### config.mk
export PLATFORM = sky130hd
export DESIGN_NAME = qrs_decision_ctrl
export DESIGN_NICKNAME = d
export VERILOG_FILES = /design/src/rtl/pt_pkg.sv /design/src/rtl/pt_elapsed_counter.sv /design/src/rtl/qrs_decision_ctrl.sv
export SDC_FILE = /design/constraint.sdc
export NUM_CORES = 1
export LEC_CHECK = 0
export ABC_CLOCK_PERIOD_IN_PS = 6100
export BUFFER_PORTS_ARGS = -buffer_cell sky130_fd_sc_hd__buf_2
export CAP_MARGIN = 5
export CORE_MARGIN = 2
export CORE_UTILIZATION = 60
export CTS_BUF_LIST = sky130_fd_sc_hd__clkbuf_4
export DETAILED_ROUTE_END_ITERATION = 6
export HOLD_SLACK_MARGIN = 0.15
export PLACE_DENSITY = 0.82
export SYNTH_ARGS = -nofsm -noshare
export SYNTH_HDL_FRONTEND = slang
export SYNTH_HIERARCHICAL = 1
export SYNTH_SLANG_ARGS = --single-unit
### constraint.sdc
create_clock -name clk -period 6.1 [get_ports clk]
set_input_delay 1.525 -clock clk [delete_from_list [all_inputs] [get_ports clk]]
set_output_delay 1.525 -clock clk [all_outputs]
set_load 0.01 [all_outputs]
### src/rtl/pt_pkg.sv
// Shared Pan-Tompkins decision-stage definitions.
// Holds the sample-rate constants for 200 Hz operation, the decision FSM
// state encoding and the heart-rate regularity encoding.
// No ports.
package pt_pkg;

  // Sample-rate constants at 200 Hz.
  localparam int PT1000MS      = 200;
  localparam int REFRACT_200MS = 40;

  // RR-limit percentages used by the RR statistics block.
  localparam int RR92_PCT  = 92;
  localparam int RR116_PCT = 116;
  localparam int RR166_PCT = 166;

  // state      | meaning
  // REFRACT    | refractory window after a QRS, peaks ignored
  // SCAN       | classifying peaks, tracking searchback candidate
  // SB         | one-clock searchback commit of the held candidate
  typedef enum logic [1:0] {
    ST_REFRACT = 2'd0,
    ST_SCAN    = 2'd1,
    ST_SB      = 2'd2
  } qrs_state_e;

  typedef enum logic {
    HR_REGULAR   = 1'b0,
    HR_IRREGULAR = 1'b1
  } hr_mode_e;

endpackage

### src/rtl/pt_elapsed_counter.sv
// Samples-since-last-QRS counter.
// Ports:
//   clk, rstn           clock, async active-low reset
//   en_i                global enable; low holds the count
//   inc_i               add one (saturating at the signed maximum)
//   sub_i, sub_val_i    subtract sub_val_i before the increment
//   clr_i               force the count to zero (overrides inc/sub)
//   count_o             registered count
//   count_next_o        count after subtract and increment, before clear;
//                       this is the "new elapsed" the FSM compares against
module pt_elapsed_counter #(
  parameter int DATA_WIDTH = 16
) (
  input  logic                         clk,
  input  logic                         rstn,
  input  logic                         en_i,
  input  logic                         inc_i,
  input  logic                         sub_i,
  input  logic signed [DATA_WIDTH-1:0] sub_val_i,
  input  logic                         clr_i,
  output logic signed [DATA_WIDTH-1:0] count_o,
  output logic signed [DATA_WIDTH-1:0] count_next_o
);

  localparam logic signed [DATA_WIDTH-1:0] CNT_MAX = {1'b0, {(DATA_WIDTH-1){1'b1}}};

  logic signed [DATA_WIDTH-1:0] count_q;
  logic signed [DATA_WIDTH-1:0] base;

  always_comb begin
    base         = sub_i ? (count_q - sub_val_i) : count_q;
    count_next_o = (inc_i && (base != CNT_MAX)) ? (base + 1'b1) : base;
  end

  always_ff @(posedge clk or negedge rstn) begin
    if (!rstn) begin
      count_q <= '0;
    end else if (en_i) begin
      count_q <= clr_i ? '0 : count_next_o;
    end
  end

  assign count_o = count_q;

endmodule

### src/rtl/qrs_decision_ctrl.sv
// Pan-Tompkins decision-stage sequencer between the peak detector and the
// RR statistics block. Enforces refractory, classifies peaks against the
// signal/searchback thresholds and commits a searchback candidate when the
// RR-miss limit expires. Emits a one-cycle rru/qrs_pulse with rr_interval.
// Ports:
//   clk, rstn, en                 clock, async active-low reset, enable
//   sample_valid, peak_valid      sample strobe and peak flag
//   peak_amp, thr_i1, thr_i2      signed amplitude and thresholds
//   rrmiss                        signed RR-miss limit in samples
//   rru, qrs_pulse, searchback    one-cycle update strobes
//   rr_interval                   latest QRS interval, held between strobes
//   state_o                       FSM state for debug
// Optional build macro QRS_CTRL_STATS_EN adds beat_count and sb_count.
module qrs_decision_ctrl
  import pt_pkg::*;
#(
  parameter int DATA_WIDTH      = 16,
  parameter int REFRACT_SAMPLES = REFRACT_200MS,
  parameter int RR_INIT         = PT1000MS
) (
  input  logic                         clk,
  input  logic                         rstn,
  input  logic                         en,
  input  logic                         sample_valid,
  input  logic                         peak_valid,
  input  logic signed [DATA_WIDTH-1:0] peak_amp,
  input  logic signed [DATA_WIDTH-1:0] thr_i1,
  input  logic signed [DATA_WIDTH-1:0] thr_i2,
  input  logic signed [DATA_WIDTH-1:0] rrmiss,
  output logic                         rru,
  output logic signed [DATA_WIDTH-1:0] rr_interval,
  output logic                         qrs_pulse,
  output logic                         searchback,
`ifdef QRS_CTRL_STATS_EN
  output logic [15:0]                  beat_count,
  output logic [15:0]                  sb_count,
`endif
  output logic [1:0]                   state_o
);

  localparam logic signed [DATA_WIDTH-1:0] REFRACT_S = DATA_WIDTH'(REFRACT_SAMPLES);
  localparam logic signed [DATA_WIDTH-1:0] RR_INIT_S = DATA_WIDTH'(RR_INIT);

  qrs_state_e state_q, state_d, eval_st;

  logic signed [DATA_WIDTH-1:0] rr_q, rr_d;
  logic signed [DATA_WIDTH-1:0] cand_amp_q, cand_amp_d;
  logic signed [DATA_WIDTH-1:0] cand_idx_q, cand_idx_d;
  logic                         cand_vld_q, cand_vld_d;
  logic                         rru_q, rru_d;
  logic                         sb_q, sb_d;

  logic signed [DATA_WIDTH-1:0] el_q, el_new, post_sb;
  logic                         cnt_inc, cnt_sub, cnt_clr;

  // inc/sub depend only on inputs and state, keeping the counter's
  // combinational "new elapsed" free of any loop through the FSM logic.
  assign cnt_inc = en && sample_valid;
  assign cnt_sub = en && (state_q == ST_SB);

  pt_elapsed_counter #(
    .DATA_WIDTH(DATA_WIDTH)
  ) u_elapsed (
    .clk         (clk),
    .rstn        (rstn),
    .en_i        (en),
    .inc_i       (cnt_inc),
    .sub_i       (cnt_sub),
    .sub_val_i   (cand_idx_q),
    .clr_i       (cnt_clr),
    .count_o     (el_q),
    .count_next_o(el_new)
  );

  always_comb begin
    state_d    = state_q;
    eval_st    = state_q;
    rr_d       = rr_q;
    cand_amp_d = cand_amp_q;
    cand_idx_d = cand_idx_q;
    cand_vld_d = cand_vld_q;
    rru_d      = 1'b0;
    sb_d       = 1'b0;
    cnt_clr    = 1'b0;
    post_sb    = el_q - cand_idx_q;

    if (en) begin
      // SB commits first; a coincident sample is then evaluated in the
      // state SB would hand over to, against the already-adjusted count.
      if (state_q == ST_SB) begin
        rr_d       = cand_idx_q;
        rru_d      = 1'b1;
        sb_d       = 1'b1;
        cand_vld_d = 1'b0;
        cand_amp_d = '0;
        cand_idx_d = '0;
        eval_st    = (post_sb < REFRACT_S) ? ST_REFRACT : ST_SCAN;
        state_d    = eval_st;
      end

      if (sample_valid) begin
        // The sample that ends the refractory window is already classified.
        if ((eval_st == ST_REFRACT) && (el_new >= REFRACT_S)) begin
          eval_st = ST_SCAN;
          state_d = ST_SCAN;
        end

        if (eval_st == ST_SCAN) begin
          if (peak_valid && (peak_amp > thr_i1)) begin
            rr_d       = el_new;
            rru_d      = 1'b1;
            sb_d       = 1'b0;
            cnt_clr    = 1'b1;
            cand_vld_d = 1'b0;
            cand_amp_d = '0;
            cand_idx_d = '0;
            state_d    = ST_REFRACT;
          end else begin
            if (peak_valid && (peak_amp > thr_i2) &&
                (!cand_vld_d || (peak_amp > cand_amp_d))) begin
              cand_vld_d = 1'b1;
              cand_amp_d = peak_amp;
              cand_idx_d = el_new;
            end
            if ((el_new > rrmiss) && cand_vld_d) begin
              state_d = ST_SB;
            end
          end
        end
      end
    end
  end

  always_ff @(posedge clk or negedge rstn) begin
    if (!rstn) begin
      state_q    <= ST_REFRACT;
      rr_q       <= RR_INIT_S;
      cand_amp_q <= '0;
      cand_idx_q <= '0;
      cand_vld_q <= 1'b0;
      rru_q      <= 1'b0;
      sb_q       <= 1'b0;
    end else if (en) begin
      state_q    <= state_d;
      rr_q       <= rr_d;
      cand_amp_q <= cand_amp_d;
      cand_idx_q <= cand_idx_d;
      cand_vld_q <= cand_vld_d;
      rru_q      <= rru_d;
      sb_q       <= sb_d;
    end else begin
      rru_q <= 1'b0;
      sb_q  <= 1'b0;
    end
  end

`ifdef QRS_CTRL_STATS_EN
  logic [15:0] beat_q, sbc_q;

  always_ff @(posedge clk or negedge rstn) begin
    if (!rstn) begin
      beat_q <= '0;
      sbc_q  <= '0;
    end else if (en) begin
      if (rru_d && (beat_q != 16'hFFFF)) beat_q <= beat_q + 16'd1;
      if (sb_d && (sbc_q != 16'hFFFF))   sbc_q  <= sbc_q + 16'd1;
    end
  end

  assign beat_count = beat_q;
  assign sb_count   = sbc_q;
`endif

  assign rru         = rru_q;
  assign qrs_pulse   = rru_q;
  assign searchback  = sb_q;
  assign rr_interval = rr_q;
  assign state_o     = state_q;

endmodule

# [Word-level counts from Yosys, hierarchy flattened]
# Cells that the tools add are included.
[word_totals] output_inout_bits=21 ff_bits=69 elab_cells=82 inputBits=69
[classes] mux=52 eq_ne=3 reduce_logical=11 n_addsub=2 n_lt_le_gt_ge=6
[ops] cell="two-way mux 16 bit" n=18
[ops] cell="greater-than comparator 16 bit" n=4
[ops] cell="two-way mux 1 bit" n=24
[ops] cell="two-way mux 2 bit" n=10
[ops] cell="adder 16 x 1 -> 16 bit, second input constant" n=1
[ops] cell="greater-or-equal comparator 16 x 7 -> 1 bit, second input constant" n=1
[ops] cell="< comparator 16 x 7 -> 1 bit, second input constant" n=1
[ops] cell="!= test 16 bit, second input constant" n=1
[ops] cell="subtractor 16 bit" n=1
[ops] cell="logical AND 1 bit" n=8
[ops] cell="equality test 2 x 1 -> 1 bit, second input constant" n=1
[ops] cell="equality test 2 bit, second input constant" n=1
[ops] cell="zero test 2 bit" n=1
[ops] cell="zero test 1 bit" n=1
[ops] cell="logical OR 1 bit" n=1

# [Longest topological paths before layout]
# Gate-level depths: netlist of the first run.
[depth] word_depth=20 mapped_depth=26 mapped_depth_nobuf=23

# [Modules after synthesis]
# Netlist of the first run, hierarchy kept.
[modules_own_cells] mod="qrs_decision_ctrl" instances=1 cells_per_inst=537 seq_area_each_um2=1330.0 area_each_um2=4809.6
[modules_own_cells] mod="pt_elapsed_counter" instances=1 cells_per_inst=284 seq_area_each_um2=400.4 area_each_um2=2296.0

# [Worst setup path before layout of the first run]
# No wires, ideal clock.
[synth_path] kind="input port to flip-flop" start="input port en" end="register u_elapsed.count_q[2] (netlist: u_elapsed/count_o[2])" setup_time_ns=0.090 arrival_ns=5.553 path_buffers=4 stages=24 slack_ns=0.456 cell_sequence="inv_1 -> nor2_1 -> buf_2 -> buf_2 -> nand3b_1 -> a21oi_1 -> nand3b_1 -> o21ai_1 -> nor3_1 -> nand3_1 -> or3_1 -> or3_1 -> and2_1 -> nor3_1 -> a41oi_1 -> nor4_2 -> a21oi_2 -> nand2_1 -> buf_2 -> inv_1 -> nor2_1 -> clkbuf_1 -> nand2_1 -> o221ai_1"
[synth_via] elab_chain_cells=15 elab_cells_between_ends=17 cone_classes="add/sub: 1; order compare: 1; eq/ne: 2; mux: 9; reduce/logical: 4"
[synth_rtl] element="start, declared" line="qrs_decision_ctrl.sv:23" rtl="input logic en,"
[synth_rtl] element="logical AND 1 bit (*)" line="qrs_decision_ctrl.sv:59" rtl="assign cnt_sub = en && (state_q == ST_SB);"
[synth_rtl] element="named net cnt_sub" line="qrs_decision_ctrl.sv:54" rtl="logic cnt_inc, cnt_sub, cnt_clr;"
[synth_rtl] element="two-way mux 16 bit (*)" line="pt_elapsed_counter.sv:31" rtl="base = sub_i ? (count_q - sub_val_i) : count_q;"
[synth_rtl] element="branches (longest 2 deep; another with adder 16 x 1 -> 16 bit)"
[synth_rtl] element="two-way mux 16 bit (*)" line="pt_elapsed_counter.sv:32" rtl="count_next_o = (inc_i && (base != CNT_MAX)) ? (base + 1'b1) : base;"
[synth_rtl] element="named net el_new[13]" line="qrs_decision_ctrl.sv:53" rtl="logic signed [DATA_WIDTH-1:0] el_q, el_new, post_sb;"
[synth_rtl] element="greater-or-equal comparator 16 x 7 -> 1 bit (*)" line="qrs_decision_ctrl.sv:103" rtl="if ((eval_st == ST_REFRACT) && (el_new >= REFRACT_S)) begin"
[synth_rtl] element="logical AND 1 bit (*)" line="qrs_decision_ctrl.sv:103"
[synth_rtl] element="two-way mux 2 bit (*)" line="qrs_decision_ctrl.sv:103"
[synth_rtl] element="two-way mux 2 bit (*)" line="qrs_decision_ctrl.sv:101" rtl="if (sample_valid) begin"
[synth_rtl] element="two-way mux 2 bit (*)" line="qrs_decision_ctrl.sv:87" rtl="if (en) begin"
[synth_rtl] element="equality test 2 x 1 -> 1 bit (*)" line="qrs_decision_ctrl.sv:108" rtl="if (eval_st == ST_SCAN) begin"
[synth_rtl] element="two-way mux 1 bit (*)" line="qrs_decision_ctrl.sv:108"
[synth_rtl] element="two-way mux 1 bit (*)" line="qrs_decision_ctrl.sv:101"
[synth_rtl] element="two-way mux 1 bit (*)" line="qrs_decision_ctrl.sv:87"
[synth_rtl] element="named net cnt_clr" line="qrs_decision_ctrl.sv:54"
[synth_rtl] element="two-way mux 16 bit (*)" line="pt_elapsed_counter.sv:39" rtl="count_q <= clr_i ? '0 : count_next_o;"
[synth_rtl] element="end signal, assigned" line="pt_elapsed_counter.sv:39"
[synth_rtl] element="end, declared" line="pt_elapsed_counter.sv:27" rtl="logic signed [DATA_WIDTH-1:0] count_q;"
# Mark *: on every way through the listed nets, which the timed path passes. The select of a mux whose other input is x is not followed.
# A chain may end at the register's enable or synchronous reset.

# [Final worst setup path of the first run]
[layout_path] start="register cand_idx_q[7]" end="register rr_q[13] (netlist: rr_interval[13])"
[layout_via] elab_chain_cells=13 elab_cells_between_ends=20 cone_classes="add/sub: 2; order compare: 2; eq/ne: 2; mux: 11; reduce/logical: 3"
[layout_rtl] element="start, declared" line="qrs_decision_ctrl.sv:48" rtl="logic signed [DATA_WIDTH-1:0] cand_idx_q, cand_idx_d;"
[layout_rtl] element="start signal, assigned" line="qrs_decision_ctrl.sv:147" rtl="cand_idx_q <= cand_idx_d;"
[layout_rtl] element="subtractor 16 bit (*)" line="pt_elapsed_counter.sv:31"
[layout_rtl] element="two-way mux 16 bit (*)" line="pt_elapsed_counter.sv:31"
[layout_rtl] element="branches (longest 2 deep; another with adder 16 x 1 -> 16 bit)"
[layout_rtl] element="two-way mux 16 bit (*)" line="pt_elapsed_counter.sv:32"
[layout_rtl] element="named net el_new[13]" line="qrs_decision_ctrl.sv:53"
[layout_rtl] element="greater-or-equal comparator 16 x 7 -> 1 bit" line="qrs_decision_ctrl.sv:103"
[layout_rtl] element="logical AND 1 bit" line="qrs_decision_ctrl.sv:103"
[layout_rtl] element="two-way mux 2 bit" line="qrs_decision_ctrl.sv:103"
[layout_rtl] element="two-way mux 2 bit" line="qrs_decision_ctrl.sv:101"
[layout_rtl] element="two-way mux 2 bit" line="qrs_decision_ctrl.sv:87"
[layout_rtl] element="equality test 2 x 1 -> 1 bit" line="qrs_decision_ctrl.sv:108"
[layout_rtl] element="two-way mux 16 bit (*)" line="qrs_decision_ctrl.sv:108"
[layout_rtl] element="two-way mux 16 bit (*)" line="qrs_decision_ctrl.sv:101"
[layout_rtl] element="end signal, assigned" line="qrs_decision_ctrl.sv:145" rtl="rr_q <= rr_d;"
[layout_rtl] element="end, declared" line="qrs_decision_ctrl.sv:46" rtl="logic signed [DATA_WIDTH-1:0] rr_q, rr_d;"
# Marked as above.

==> results of run 1 <==
==> flip-flops by register name, summed over array words and instances, names as in the netlist <==
signal	count
state_o	2
cand_idx_q	16
qrs_pulse	1
searchback	1
u_elapsed/count_o	16
rr_interval	16
cand_amp_q	16
cand_vld_q	1
==> cells in the final DEF, fill, tap and decap left out, types with 10 or more instances in the layout <==
master,Yosys,final
a211oi_1,10,10
a21o_1,39,39
a21oi_1,47,47
a22o_1,42,42
and3_1,15,15
buf_2,6,89
buf_4,1,21
dfrtp_1,66,66
ha_1,95,95
inv_1,97,97
mux2i_1,13,13
nand2_1,55,55
nand2b_1,12,12
nand3_1,15,15
nand4_1,18,18
nor2_1,36,34
nor3_1,11,11
o211ai_1,12,12
o21ai_0,27,27
o221a_1,16,16
==> kinds of logic after synthesis <==
| kind of cell | synth area share, % |
|---|---|
| compound gates | 30.0 |
| simple gates | 16.9 |
| buf+inv | 7.40 |
| fa+ha+maj | 17.0 |
| flops | 24.4 |
| xor+xnor | 2.08 |
| mux | 2.31 |
==> metal layers <==
metal  global-route usage, %  vias to the layer above  routed length [um]
li1                        -                     3278                   -
met1                    42.2                     3318                8660
met5                       0                        -                   0
met4                    13.3                        0                 712
met3                    4.77                       51                1340
met2                    58.8                      275               10200
==> worst register-to-register path: cells and delay by family, from the launching register on <==
family,cells,cell delay (ns)
AO/OA/AOI/OAI,7,1.98
adder cells (fa/ha/maj),1,0.51
buffers and inverters,1,0.11
flip-flops,1,0.48
multiplexers,1,0.31
AND/OR/NAND/NOR,7,2.19
==> timing repair <==
action                     CTS  global route
resized for setup            0             1
setup endpoints to repair    0             1
buffers inserted             0             0
==> layout make-up <==
type / count / area [sq um]
clock inverters: 7 / 104
repair buffers: 110 / 603
flip-flops and latches: 69 / 1730
inverters: 98 / 368
multi-input cells: 621 / 4870
clock buffers: 9 / 67.6
well taps: 143 / 179
fillers: 943 / 3540
diodes: 1 / 2.50
==> power by group <==
group          switching (W)  internal, W
logic                0.00211      0.00155
clock network       0.000180     0.000172
registers           0.000244     0.000664
==> through the flow <==
stage | setup slack, ns | hold WS, ns
finish | 0.388 | 0.510
floorplan | 0.456 | 0.458
global route | 0.129 | 0.534
detailed placement | 0.210 | 0.487
global placement | 0.319 | 0.482
CTS | 0.449 | 0.518
==> worst paths after layout <==
path	startpoint	end	slack, ns	cells after the start
worst max-delay path	cand_idx_q[7]	rr_interval[13]	0.39	17
worst min-delay path	cand_amp_q[9]	cand_amp_q[9]	0.51	1
worst max register to register	cand_idx_q[7]	rr_interval[13]	0.39	17
worst min register to register	cand_amp_q[9]	cand_amp_q[9]	0.51	1
max in group asynchronous	rstn	cand_idx_q[12]	4.26	2
min in group asynchronous	rstn	rr_interval[15]	1.25	2
==> run_results.csv, run 1 <==
group,metric,value,unit
run_status,outcome,"finished, final reports clean",
timing,hold_viol,0,
global_routing,grt_usage,33.7,%
logic_synthesis,ys.warnings.count,6,
logic_synthesis,synth.most_common_cell,"inv_1",
final_layout,instances_no_fill,1058,
critical_path,crit_family,"simple AND/OR/NAND/NOR gates",
logic_synthesis,netlist_instances,821,
power_and_ir_drop,p_leak,3.95,nW
run,drv_cap,0,
critical_path,critPathKind,"reg -> reg",
routing,routedWlPerCell,19.7,um
global_routing,grt_pass1_vias,6980,
logic_synthesis,synth_edf_count,0,
global_routing,grt_start_max_net_pins,70,
placed_design,placed_cells,1041,
logic_synthesis,syn_area,7110,sq um
power_and_ir_drop,total_power,0.00492,W
critical_path,crit_top_cell,"nand3_1",
timing,finalCritPeriodShare,93.6,%
worst_hold_path,hold_path.class,"reg -> reg",
timing,worst_pin_slew,0.853,ns
logic_synthesis,synth.avg_cell_area,8.65,sq um
placed_design,hpwl,16700,um
timing,relSlewSlack,43.2,%
critical_path,required,6.41,ns
floorplanning,ioPinCount,90,
cts,cts.htree.levels,3,
floorplanning,rows,39,
critical_path,path_max_fanout,17,
critical_path,cp_slowest_cell,"nor4_1",
placed_design,dpl_cell_area,7750,sq um
global_routing,antenna_found_initial,1,
logic_synthesis,synth_cell_types,86,
cts,cts_buffers,9,
routing,via_per_inst,6.54,
cts,postCtsHoldBufs,0,
final_layout,syn_to_final_growth,11.6,%
floorplanning,die-area,12700,sq um
critical_path,crit_buf_inv,1,
logic_synthesis,async_flop_share,100,%
floorplanning,die_w,113,um
final_layout,final_cell_area,7930,sq um
cts,clockBufferDepth,2,
global_routing,grt_pass1_wl,34600,um
final_layout,drive_gt1_share,17.5,%
logic_synthesis,seq_area_frac_synth,24.4,%
routing,drc,0,
timing,setup_viol,0,
logic_synthesis,synth_area_leaders,"dfrtp_1 23%, ha_1 17%, a22o_1 5.2%",
cts,cts_tree,"done",
floorplanning,core,11500,sq um
critical_path,cp-start-kind,"register",
global_routing,overflow,0,
logic_synthesis,ys_ff_latch,69,
timing,fin_setup_tns,0,ns
final_layout,utilization,69.1,%
critical_path,crit_chain,"inv_1 > ha_1 > and4_1 > nand3_1 > a21o_1 > a21oi_1 > mux2i_1 > nand3_1 > nor4_1 > o21ai_0 > and2_1 > nor3_1 > a41oi_1 > nor4_2 > a21oi_2 > a211o_1 > o221a_1",
placed_design,gp_congestion,0.986,
logic_synthesis,synth_commonest_cells,"97 x inv_1, 95 x ha_1, 66 x dfrtp_1",
timing,rsz0062_at_grt,"no",
floorplanning,fp.dieH,113,um
logic_synthesis,mappedNetlistNets,986,
power_and_ir_drop,vdd_drop_max,0.520,mV
timing,max_clock_freq,175,MHz
cts,clockRootBuffer,"clkbuf_4",
timing,clock-skew-final,0.0269,ns
floorplanning,initial_core_util,62.0,%
critical_path,slowest_delay,0.59,ns
routing,num_vias,6922,
power_and_ir_drop,power_density,620,nW/um^2
logic_synthesis,ys.flop_type,"dfrtp_1",
logic_synthesis,synth_top_area_cell,"dfrtp_1",
cts,cts.clk_slew.worst_paths,0.14,ns
final_layout,fin_nets,1074,
routing,finalWirelength,20900,um
critical_path,cp.arrival,6.02,ns
cts,numClockSinks,69,
routing,first_pass_iters,5,
routing,ant_nets,0,
routing,drtIter0Drc,619,
placed_design,io_buffers,89,
timing,period_minus_slack,5.71,ns
logic_synthesis,synth.top_cell.area_share,23.2,%
timing,drv_slew,0,
cts,clk_latency,0.44,ns
critical_path,end_kind,"register",
No activity file was read; power rests on OpenSTA's default activity.
==> run 2, diff against run 1 <==
==> constraint.sdc (replaced) <==
create_clock -name clk -period 6.1 [get_ports clk]
set_input_delay 0.61 -clock clk [delete_from_list [all_inputs] [get_ports clk]]
set_output_delay 0.61 -clock clk [all_outputs]
set_load 0.01 [all_outputs]
==> run_results.csv, run 2 (synthesis results as in run 1) <==
group,metric,value,unit
cts,numClockSinks,69,
critical_path,crit_top_cell,"inv_1",
critical_path,critPathKind,"reg -> reg",
routing,drc,0,
power_and_ir_drop,total_power,0.00487,W
critical_path,crit_chain,"inv_1 > ha_1 > inv_1 > fa_1 > a211oi_2 > o21ai_4 > o21ai_1 > o211ai_1 > mux2i_1 > a32oi_4 > nor4_1 > o21ai_0 > and2_1 > nor3_1 > a41oi_1 > nor4_2 > a21oi_2 > a211o_1 > o221a_1",
final_layout,syn_to_final_growth,10.3,%
routing,via_per_inst,6.62,
run,drv_cap,0,
placed_design,gp_congestion,0.969,
timing,setup_viol,0,
timing,rsz0062_at_grt,"no",
run_status,outcome,"finished, final reports clean",
timing,worst_pin_slew,0.924,ns
critical_path,r2r_start,"u_elapsed/count_o[0]",
final_layout,antenna_cells,0,
global_routing,overflow,0,
floorplanning,initial_core_util,62.0,%
timing,fin_setup_tns,0,ns
routing,drtIter0Drc,631,
final_layout,mostFrequentLayoutCells,"97 x inv_1, 95 x ha_1, 89 x buf_2",
critical_path,reg2reg_slack,0.22,ns
critical_path,required,6.43,ns
global_routing,grt_pass1_vias,6977,
global_routing,grt_usage,33.7,%
cts,cts.htree.levels,3,
placed_design,hpwl,16600,um
cts,clockRootBuffer,"clkbuf_4",
floorplanning,core,11500,sq um
final_layout,layout_commonest_cell,"inv_1",
final_layout,drive_gt1_share,16.8,%
critical_path,reg2reg_depth,19,
global_routing,grt_pass1_wl,34400,um
timing,hold_viol,0,
floorplanning,rows,39,
critical_path,path_max_fanout,17,
critical_path,cp.arrival,6.21,ns
timing,clock-skew-final,0.0147,ns
routing,ant_nets,0,
critical_path,cp_slowest_cell,"a211o_1",
routing,first_pass_iters,5,
routing,num_vias,6940,
timing,max_clock_freq,170,MHz
cts,clk_latency,0.44,ns
cts,post_cts_buffers,0,
timing,finalCritPeriodShare,96.4,%
cts,cts_tree,"done",
global_routing,antenna_found_initial,0,
global_routing,grt_start_max_net_pins,70,
floorplanning,ioPinCount,90,
power_and_ir_drop,power_density,622,nW/um^2
critical_path,cp-start-kind,"register",
cts,cts.clk_slew.worst_paths,0.12,ns
critical_path,slowest_delay,0.60,ns
worst_hold_path,hold_path.class,"in -> async",
timing,drv_slew,0,
final_layout,fill_cells,960,
cts,clockBufferDepth,2,
floorplanning,die-area,12700,sq um
power_and_ir_drop,vdd_drop_max,0.507,mV
final_layout,fin_nets,1066,
timing,relSlewSlack,38.0,%
timing,period_minus_slack,5.88,ns
critical_path,reg2reg_to,"rr_interval[10]",
critical_path,end_kind,"register",
floorplanning,fp.dieH,113,um
power_and_ir_drop,p_leak,3.90,nW
floorplanning,die_w,113,um
cts,cts_buffers,9,
routing,routedWlPerCell,20.3,um
routing,finalWirelength,21300,um
placed_design,io_buffers,89,
==> run 2: cell type report <==
type	instances	area, sq um	area share [%]
timing repair buffer	102	547	6.98
clock buffer	10	75.1	0.958
tap	143	179	2.28
multi-input combinational	621	4870	62.2
inverter	98	368	4.69
sequential	69	1730	22.1
clock inverter	6	63.8	0.814
==> run 2: stage by stage <==
step / worst slack (ns) / instance area (sq um) / cells / util (%) / hold WS [ns]
after detailed placement: 0.233 / 7690 / 1033 / 67.1 / 0.482
after global placement: 0.335 / 7680 / 1032 / 67.0 / 0.483
after global routing: 0.0454 / 7840 / 1049 / 68.3 / 0.419
after floorplan: 0.958 / 7110 / 821 / - / 0.314
final: 0.223 / 7840 / 1049 / 68.3 / 0.334
after CTS: 0.190 / 7830 / 1049 / 68.3 / 0.376
==> run 2: worst max-delay path, delay by kind of cell (launching register included) <==
family | cells | cell delay (ns)
multiplexers | 1 | 0.37
AO/OA/AOI/OAI | 10 | 2.68
adder cells (fa/ha/maj) | 2 | 0.57
buffers and inverters | 2 | 0.15
flip-flops | 1 | 0.44
AND/OR/NAND/NOR | 4 | 1.54
==> run 2: report_power, final <==
group | internal, W | total [W] | switching (W)
Clock | 0.000129 | 0.000305 | 0.000176
Combinational | 0.00154 | 0.00368 | 0.00214
Sequential | 0.000665 | 0.000891 | 0.000227
Total | 0.00233 | 0.00487 | 0.00254
==> run 2: worst max-delay path by stage <==
| stage | slack (ns) | start | endpoint | depth (start not counted) |
|---|---|---|---|---|
| 4_1_cts | 0.19 | u_elapsed/count_o[0] | u_elapsed/count_o[2] | 22 |
| 3_3_place_gp | 0.34 | en | u_elapsed/count_o[2] | 22 |
| 6_report | 0.22 | u_elapsed/count_o[0] | rr_interval[10] | 19 |
| 3_5_place_dp | 0.23 | en | u_elapsed/count_o[2] | 22 |
| 5_1_grt | 0.05 | u_elapsed/count_o[0] | rr_interval[8] | 19 |
| 2_1_floorplan | 0.96 | state_o[0] | u_elapsed/count_o[2] | 24 |
==> run 2: metal layers <==
| layer | global-route usage [%] | vias up | share of wire [%] |
|---|---|---|---|
| met1 | 41.5 | 3316 | 41 |
| met5 | 0 | - | 0 |
| met3 | 6.27 | 57 | 6.9 |
| met4 | 14.7 | 0 | 3.4 |
| met2 | 57.7 | 330 | 49 |
| li1 | - | 3237 | - |
==> run 2: what timing repair did <==
action | in CTS | in global routing
resized for setup | 0 | 1
hold buffers | 0 | 0
endpoints found under the setup margin | 0 | 12
==> run 3, diff against run 2 <==
--- a/config.mk
+++ b/config.mk
@@ -6,14 +6,14 @@
 export NUM_CORES = 1
 export LEC_CHECK = 0
 export ABC_CLOCK_PERIOD_IN_PS = 6100
-export BUFFER_PORTS_ARGS = -buffer_cell sky130_fd_sc_hd__buf_2
+export BUFFER_PORTS_ARGS = -buffer_cell sky130_fd_sc_hd__buf_4
 export CAP_MARGIN = 5
 export CORE_MARGIN = 2
-export CORE_UTILIZATION = 60
+export CORE_UTILIZATION = 61
 export CTS_BUF_LIST = sky130_fd_sc_hd__clkbuf_4
 export DETAILED_ROUTE_END_ITERATION = 6
 export HOLD_SLACK_MARGIN = 0.15
-export PLACE_DENSITY = 0.82
+export PLACE_DENSITY = 0.83
 export SYNTH_ARGS = -nofsm -noshare
 export SYNTH_HDL_FRONTEND = slang
 export SYNTH_HIERARCHICAL = 1
==> run_results.csv, run 3 (synthesis results as in run 1) <==
group,metric,value,unit
run_status,outcome,"complete, but fails checks",
run_status,violations,"DRC",
final_layout,mostFrequentLayoutCells,"102 x buf_4, 97 x inv_1, 95 x ha_1",
timing,finalCritPeriodShare,94.1,%
timing,setup_ws,0.360,ns
global_routing,antenna_found_initial,1,
timing,drv_slew,0,
timing,max_clock_freq,174,MHz
cts,numClockSinks,69,
final_layout,layout_commonest_cell,"buf_4",
floorplanning,ioPinCount,90,
routing,drc,1,
final_layout,fin_nets,1066,
critical_path,required,6.43,ns
run,drv_cap,0,
timing,worst_pin_slew,0.917,ns
worst_hold_path,hold_path.class,"in -> async",
final_layout,multiInputGateArea,4870,sq um
floorplanning,die_w,112,um
cts,cts.htree.levels,3,
final_layout,seqCellArea,1730,sq um
critical_path,r2r_start,"state_o[0]",
critical_path,path_max_fanout,22,
cts,clk_latency,0.44,ns
routing,finalWirelength,21300,um
floorplanning,initial_core_util,62.5,%
power_and_ir_drop,vdd_drop_max,0.479,mV
routing,first_pass_iters,7,
timing,fin_setup_tns,0,ns
placed_design,dpl_worst_slack,0.454,ns
global_routing,overflow,0,
routing,via_per_inst,6.80,
timing,period_minus_slack,5.74,ns
final_layout,instances_no_fill,1050,
global_routing,grt_pass1_vias,7194,
floorplanning,fp.dieH,112,um
timing,rsz0062_at_grt,"no",
cts,cts_tree,"done",
power_and_ir_drop,p_leak,3.98,nW
critical_path,crit_buf_inv,1,
timing,clock-skew-final,0.0177,ns
cts,cts.clk_slew.worst_paths,0.12,ns
timing,relSlewSlack,38.7,%
floorplanning,rows,39,
critical_path,cp_slowest_cell,"a211o_1",
critical_path,end_kind,"register",
timing,setup_viol,0,
critical_path,critPathKind,"reg -> reg",
critical_path,reg2reg_to,"rr_interval[5]",
critical_path,slowest_delay,0.61,ns
placed_design,hpwl,16600,um
floorplanning,die-area,12500,sq um
routing,ant_nets,0,
timing,hold_ws,0.278,ns
critical_path,cp-start-kind,"register",
final_layout,utilization,71.0,%
critical_path,crit_family,"simple AND/OR/NAND/NOR gates",
critical_path,cp.arrival,6.06,ns
final_layout,syn_to_final_growth,13.6,%
placed_design,gp_congestion,0.977,
critical_path,reg2reg_slack,0.36,ns
routing,num_vias,7139,
final_layout,fill_cells,905,
global_routing,grt_usage,34.3,%
cts,cts_buffers,9,
critical_path,reg2reg_depth,18,
routing,drtIter0Drc,792,
global_routing,grt_start_max_net_pins,70,
global_routing,grt_pass1_wl,34900,um
placed_design,io_buffers,89,
cts,clockBufferDepth,2,
placed_design,placed_cells,1033,
routing,routedWlPerCell,20.3,um
cts,clockRootBuffer,"clkbuf_4",
power_and_ir_drop,power_density,617,nW/um^2
critical_path,crit_chain,"nand2b_1 > nor2_2 > buf_4 > and3b_1 > a21oi_1 > nand3b_1 > o21ai_1 > nor3_1 > nand3_1 > or3_1 > or3_1 > and2_1 > nor3_1 > a41oi_1 > nor4_2 > a21oi_2 > a211o_1 > o221a_1",
final_layout,drive_gt1_share,16.6,%
timing,hold_viol,0,
floorplanning,core,11400,sq um
cts,postCtsHoldBufs,0,
[run 3: cell count changes in the layout (fill, tap and decap cells not counted), sizes merged]
cell and change:
bufinv +1, clkbuf +1, clkinv -1, clkinvlp -1, diode +1
[run 3: metrics by stage]
step | cell area [sq um] | power [W]
finish | 8080 | 0.00498
global route | 8080 | 0.00535
CTS | 8070 | 0.00488
detailed placement | 7910 | 0.00451
global placement | 7910 | 0.00437
floorplan | 7110 | 0.00355
[run 3: layout make-up]
cell class                      count  area share (%)
Sequential cell                    69            21.4
Timing Repair Buffer              102            9.48
Clock buffer                       11            1.02
Tap cell                          143            2.22
Multi-Input combinational cell    621            60.3
Antenna cell                        1          0.0310
Clock inverter                      5           0.930
Inverter                           98            4.56
[run 3: worst max path at each step]
stage / from / cells after the start / endpoint / slack [ns]
after floorplan: state_o[0] / 24 / u_elapsed/count_o[2] / 0.96
after global placement: en / 22 / u_elapsed/count_o[2] / 0.63
after detailed placement: en / 22 / u_elapsed/count_o[2] / 0.45
after CTS: u_elapsed/count_o[0] / 22 / u_elapsed/count_o[2] / 0.38
after global routing: state_o[0] / 18 / rr_interval[2] / 0.09
final: state_o[0] / 18 / rr_interval[5] / 0.36
[run 3: what timing repair did]
item,CTS,global route
endpoints found under the hold margin,0,0
resized for setup,0,1
buffers inserted,0,0
setup endpoints to repair,0,12
[run 3: routing by layer]
layer	routed length, um	vias to the layer above	GRT usage, %	part of all wire [%]
li1	-	3242	-	-
met4	971	0	15.0	4.5
met2	10400	381	60.2	49
met1	8260	3421	40.8	39
met3	1720	95	6.86	8.0
met5	0	-	0	0
[run 3: where the power goes]
group	total, W	switching, W	internal [W]
sequential	0.000889	0.000224	0.000665
clock	0.000341	0.000168	0.000173
combinational	0.00375	0.00217	0.00159
